--- config.mk ---
export PLATFORM = sky130hd
export DESIGN_NAME = mem_access_unit
export DESIGN_NICKNAME = d
export VERILOG_FILES = /design/src/rtl/mem_access_unit.sv
export SDC_FILE = /design/constraint.sdc
export NUM_CORES = 1
export LEC_CHECK = 0
export ABC_AREA = 1
export CAP_MARGIN = 30
export CELL_PAD_IN_SITES_DETAIL_PLACEMENT = 1
export CELL_PAD_IN_SITES_GLOBAL_PLACEMENT = 1
export CORE_UTILIZATION = 30
export DETAILED_ROUTE_END_ITERATION = 8
export PLACE_DENSITY_LB_ADDON = 0.1
export REMOVE_ABC_BUFFERS = 1
export SETUP_SLACK_MARGIN = 0.02
export SYNTH_ARGS = -nofsm -noshare
export SYNTH_HDL_FRONTEND = slang
export SYNTH_SLANG_ARGS = --single-unit
export TNS_END_PERCENT = 5
--- constraint.sdc ---
create_clock -name i_clk -period 10.8 [get_ports i_clk]
set_input_delay 1.62 -clock i_clk [delete_from_list [all_inputs] [get_ports i_clk]]
set_output_delay 1.62 -clock i_clk [all_outputs]
set_load 0.02 [all_outputs]
--- src/rtl/mem_access_unit.sv ---
// Memory-stage load/store engine: cache request/response handshake, byte-lane alignment and load extension.
// Optional macro MISALIGN_TRAP_EN: misaligned accesses skip the cache and flag o_misalign for one cycle.
module mem_access_unit #(
    parameter int unsigned DATA_WIDTH = 64,
    parameter int unsigned ADDR_WIDTH = 64
) (
    input  logic                  i_clk,
    input  logic                  i_arst,
    input  logic                  i_mem_re,
    input  logic                  i_mem_we,
    input  logic [2:0]            i_funct3,
    input  logic [ADDR_WIDTH-1:0] i_addr,
    input  logic [DATA_WIDTH-1:0] i_wdata,
    output logic                  o_req_valid,
    input  logic                  i_req_ready,
    output logic [ADDR_WIDTH-1:0] o_req_addr,
    output logic                  o_req_we,
    output logic [DATA_WIDTH-1:0] o_req_wdata,
    output logic [7:0]            o_req_wstrb,
    input  logic                  i_rsp_valid,
    input  logic [DATA_WIDTH-1:0] i_rsp_rdata,
    output logic [DATA_WIDTH-1:0] o_read_data,
    output logic                  o_stall_wb,
    output logic                  o_misalign
);

    localparam int unsigned NUM_LANES = 8;

    typedef enum logic [1:0] {S_IDLE, S_REQ, S_WAIT, S_DONE} state_e;

    state_e                 state_q, state_d;
    logic [ADDR_WIDTH-1:0]  addr_q, addr_d;
    logic [2:0]             off_q, off_d;
    logic [2:0]             funct3_q, funct3_d;
    logic                   we_q, we_d;
    logic [DATA_WIDTH-1:0]  wdata_q, wdata_d;
    logic [NUM_LANES-1:0]   wstrb_q, wstrb_d;
    logic [DATA_WIDTH-1:0]  rdata_q, rdata_d;
    logic                   misalign_q, misalign_d;

    logic                   access;
    logic [2:0]             off;
    logic                   misaligned;
    logic [NUM_LANES-1:0]   strobe;
    logic [DATA_WIDTH-1:0]  shifted;
    logic [DATA_WIDTH-1:0]  ext;

    assign access = i_mem_re | i_mem_we;
    assign off    = i_addr[2:0];

    // Access size is funct3[1:0] for every encoding, including 111 (= ld).
    always_comb begin
        case (i_funct3[1:0])
            2'b00:   strobe = 8'h01 << off;
            2'b01:   strobe = 8'h03 << off;
            2'b10:   strobe = 8'h0F << off;
            default: strobe = 8'hFF;
        endcase
    end

`ifdef MISALIGN_TRAP_EN
    always_comb begin
        case (i_funct3[1:0])
            2'b01:   misaligned = off[0];
            2'b10:   misaligned = |off[1:0];
            2'b11:   misaligned = |off;
            default: misaligned = 1'b0;
        endcase
    end
`else
    assign misaligned = 1'b0;
`endif

    // Load data: bring the addressed byte to lane 0, then sign/zero extend.
    always_comb begin
        shifted = i_rsp_rdata >> {off_q, 3'b000};
        case (funct3_q)
            3'b000:  ext = {{(DATA_WIDTH-8){shifted[7]}},   shifted[7:0]};
            3'b001:  ext = {{(DATA_WIDTH-16){shifted[15]}}, shifted[15:0]};
            3'b010:  ext = {{(DATA_WIDTH-32){shifted[31]}}, shifted[31:0]};
            3'b100:  ext = {{(DATA_WIDTH-8){1'b0}},         shifted[7:0]};
            3'b101:  ext = {{(DATA_WIDTH-16){1'b0}},        shifted[15:0]};
            3'b110:  ext = {{(DATA_WIDTH-32){1'b0}},        shifted[31:0]};
            default: ext = shifted;
        endcase
    end

    always_ff @(posedge i_clk or posedge i_arst) begin
        if (i_arst) begin
            state_q    <= S_IDLE;
            addr_q     <= '0;
            off_q      <= '0;
            funct3_q   <= '0;
            we_q       <= 1'b0;
            wdata_q    <= '0;
            wstrb_q    <= '0;
            rdata_q    <= '0;
            misalign_q <= 1'b0;
        end else begin
            state_q    <= state_d;
            addr_q     <= addr_d;
            off_q      <= off_d;
            funct3_q   <= funct3_d;
            we_q       <= we_d;
            wdata_q    <= wdata_d;
            wstrb_q    <= wstrb_d;
            rdata_q    <= rdata_d;
            misalign_q <= misalign_d;
        end
    end

    // Stall is held through REQ/WAIT and released only in DONE, so the pipeline advances once per access.
    always_comb begin
        state_d    = state_q;
        addr_d     = addr_q;
        off_d      = off_q;
        funct3_d   = funct3_q;
        we_d       = we_q;
        wdata_d    = wdata_q;
        wstrb_d    = wstrb_q;
        rdata_d    = rdata_q;
        misalign_d = 1'b0;
        o_stall_wb = 1'b0;
        case (state_q)
            S_IDLE: begin
                if (access) begin
                    o_stall_wb = 1'b1;
                    addr_d     = {i_addr[ADDR_WIDTH-1:3], 3'b000};
                    off_d      = off;
                    funct3_d   = i_funct3;
                    we_d       = i_mem_we;
                    wdata_d    = i_wdata << {off, 3'b000};
                    wstrb_d    = strobe;
                    if (misaligned) begin
                        misalign_d = 1'b1;
                        state_d    = S_DONE;
                    end else begin
                        state_d    = S_REQ;
                    end
                end
            end
            S_REQ: begin
                o_stall_wb = 1'b1;
                if (i_req_ready) begin
                    state_d = we_q ? S_DONE : S_WAIT;
                end
            end
            S_WAIT: begin
                o_stall_wb = 1'b1;
                if (i_rsp_valid) begin
                    rdata_d = ext;
                    state_d = S_DONE;
                end
            end
            S_DONE: state_d = S_IDLE;
            default: state_d = S_IDLE;
        endcase
    end

    assign o_req_valid = (state_q == S_REQ);
    assign o_req_addr  = addr_q;
    assign o_req_we    = we_q;
    assign o_req_wdata = wdata_q;
    assign o_req_wstrb = wstrb_q;
    assign o_read_data = rdata_q;
    assign o_misalign  = misalign_q;

endmodule

==> flow_summary.rst <==
.. list-table::
   :header-rows: 1

   * - Metric
     - Value
   * - Via count of the first global-routing pass
     - 12.2k
   * - Violation count after the first detailed-routing iteration
     - 557
   * - Proportion of register bits with asynchronous set or reset after synthesis
     - 1.00
   * - Final Non-Filler Cells
     - 2374
   * - CP Cell Sequence
     - clkdlybuf4s50_1, inv_1, nand2_1, nand2_4, clkinv_2, nor2_1, nor2_1, clkdlybuf4s50_1
   * - Buffers added on ports
     - 400
   * - Die Ht
     - 195 um
   * - Cells after DPL
     - 2331
   * - Initial antenna violation count
     - 5
   * - Delay contributed by the slowest stage of the critical path
     - 620 ps
   * - Biggest fanout along the worst timing path
     - 3
   * - Wire length of the first global-routing pass
     - 71300 um
   * - Via density
     - 5.00
   * - Data required, critical path
     - 9180 ps
   * - Post-detailed-route count of antenna-violating nets
     - 0
   * - Worst Skew
     - ~19 ps
   * - CTS Buf Count
     - 25
   * - Worst ir drop on vdd
     - 140 uV
   * - Area share of the leading cell type in the synthesized netlist
     - 0.461
   * - Width of the die
     - 195 um
   * - Final nets
     - between 2k and 2.5k
   * - Top cell type by total area after synthesis
     - sky130_fd_sc_hd__dfrtp_1
   * - Synth Cell Area
     - 0.0112 mm2
   * - Number of setup buffers added after CTS
     - 0
   * - Maximum capacitance violations
     - 0
   * - Endpoint type of the worst setup path
     - output port
   * - Starting density of the core
     - 0.305
   * - Timing-limited maximum frequency
     - 211 MHz
   * - Unrepaired setup endpoints after global routing
     - false
   * - Largest net degree at the start of global routing
     - 82
   * - Leading register cell type out of synthesis
     - sky130_fd_sc_hd__dfrtp_1
   * - Area of the die
     - 0.0381 mm2
   * - Setup TNS
     - 0 ps
   * - Depth of the CTS H-tree
     - 1
   * - Diode count
     - 0
   * - Cell type of the slowest stage on the worst timing path
     - sky130_fd_sc_hd__clkdlybuf4s50_1
   * - Final global-route overflow total
     - 0
   * - Synth area leaders
     - sky130_fd_sc_hd__dfrtp_1 46%, sky130_fd_sc_hd__nand2_1 19%, sky130_fd_sc_hd__nor2_1 6.5%
   * - CTS tree
     - done
   * - Total Routing Usage GR
     - 0.239
   * - Placed wire-length estimate
     - 31200 um
   * - Time the final worst path needs with I/O delays and setup
     - 4740 ps
   * - Total of warnings raised by yosys
     - 0
   * - Transition time at the pin with the least slew margin
     - 1030 ps
   * - Commonest cells post-synth
     - 564 x sky130_fd_sc_hd__nand2_1, 206 x sky130_fd_sc_hd__dfrtp_1, 193 x sky130_fd_sc_hd__nor2_1, 134 x sky130_fd_sc_hd__o21ai_0, 88 x sky130_fd_sc_hd__a21oi_1
   * - Most instantiated library cell after synthesis
     - sky130_fd_sc_hd__nand2_1
   * - Number of flip-flops and latches in the synthesized netlist
     - 206
   * - Number of enable flip-flop cells after synthesis
     - 0
   * - Run status
     - complete, no violations
   * - Detailed-router iteration count before antenna repair
     - 4
   * - Routed wire length per instance
     - 19.4 um
   * - Number of instances in the synthesized netlist
     - 1550
   * - Critical path startpoint category
     - primary input
   * - Final hold viol count
     - 0
   * - Via count
     - 11.9k
   * - Total setup violations reported at the end of the flow
     - 0
   * - Clock root buffer
     - sky130_fd_sc_hd__clkbuf_16
   * - Utilization after layout
     - 0.440
   * - Worst max-slew margin expressed relative to the limit
     - 0.313
   * - Routability Congestion
     - 0.794
   * - Register area share after synthesis
     - 0.461
   * - Clock slew at reported path FFs
     - 50 ps
   * - FP Rows
     - 70
   * - Pwr per Cell Area
     - roughly 310 mW/mm2
   * - Final max-slew violation count
     - 0
   * - PnR Total Power
     - just under 5 mW
   * - Final Routed Wirelength
     - 46100 um
   * - Critical path type
     - in2out
   * - Part of the cycle the worst path needs
     - 0.439
   * - Buffer levels on the longest clock path
     - 3
   * - Leakage Power
     - 7.42 nW
   * - Layout cells sized above 1
     - 0.0430
   * - Resize count post-CTS
     - 0
   * - DRC violations left
     - 0
   * - # clock sinks
     - 206
   * - Hold buffers post-CTS
     - 0
   * - Area growth syn-to-layout
     - 44.3%
   * - Number of placed I/O pins
     - 405
   * - Number of distinct library cells after synthesis
     - 38
   * - Type of the most critical hold path
     - reg2reg
   * - Avg Cell Area, Syn
     - 7.22 um2
   * - Clock insertion delay at the later pin of the skew report
     - 540 ps
   * - Core area
     - 0.0367 mm2
   * - Data arrival at the endpoint of the critical path
     - 3120 ps
## path summary, 6_finish.rpt
check	cells past startpoint	slack [ps]	end	from
max in group asynchronous	3	7860	o_req_addr[34]	i_arst
worst min register to register	2	480	o_req_addr[5]	o_req_addr[5]
worst min-delay path	2	480	o_req_addr[5]	o_req_addr[5]
worst max register to register	10	7910	o_read_data[34]	off_q[0]
min in group asynchronous	2	1600	o_req_addr[15]	i_arst
worst max-delay path	8	6060	o_stall_wb	i_mem_we
## power breakdown
part	switching, mW	internal [mW]
Clock	0.348	0.473
Sequential	0.240	1.15
Combinational	1.64	1.10
## critical path, delay by kind of cell
family / cells / cell delay, ps
buffers and inverters: 4 / 1220
and+or+nand+nor: 4 / 280
## placed cells by master (no fill, tap or decap), drive strengths merged, types with 14 or more instances in the layout
| master | n |
|---|---|
| clkdlybuf4s50 | 399 |
| a21oi | 90 |
| a22o | 14 |
| nand2 | 568 |
| nand3 | 88 |
| o211ai | 14 |
| dfrtp | 206 |
| o21ai | 155 |
| clkbuf | 41 |
| buf | 19 |
| nor2 | 193 |
| a31oi | 18 |
| inv | 60 |
## cells by family (layout without fill, tap and decap cells)
| group | Yosys count | in the layout | share of synthesized area |
|---|---|---|---|
| compound gates | 307 | 307 | 0.154 |
| fa+ha+maj | 7 | 7 | 0.00783 |
| buf+inv | 168 | 521 | 0.0708 |
| flops | 206 | 206 | 0.461 |
| mux | 1 | 1 | 0.000895 |
| other cells | 1 | 4 | 0.000335 |
| simple gates | 860 | 860 | 0.306 |
## state kept, by name, indices dropped and copies added (netlist names)
signal       cells
o_req_wdata     64
o_read_data     64
o_req_addr      61
funct3_q         3
o_req_we         1
state_q          2
o_req_wstrb      8
off_q            3
## layout make-up
| class | instances | area (um2) |
|---|---|---|
| clock inverter | 2 | 13.8 |
| inverter | 60 | 239 |
| multi-input combinational | 1179 | 5260 |
| clock buffer | 41 | 756 |
| timing repair buffer | 418 | 4130 |
| sequential | 206 | 5160 |
| tap | 468 | 586 |
| fill | 4491 | 20600 |
## stage by stage
step	setup WS [ps]	cell area, um2	hold slack [ps]
4_1_cts	6040	16100	480
3_5_place_dp	6030	15400	464
5_1_grt	5970	16100	501
2_1_floorplan	2800	10600	497
3_3_place_gp	6060	15400	462
6_report	6060	16100	476
## routing by layer
| metal | global-route usage | wire length, um |
|---|---|---|
| met4 | 0.0610 | 1150 |
| met3 | 0.0579 | 3190 |
| met1 | 0.306 | 19800 |
| met2 | 0.403 | 21900 |
| met5 | 0 | 53 |
(Power assumes the default switching activity.)
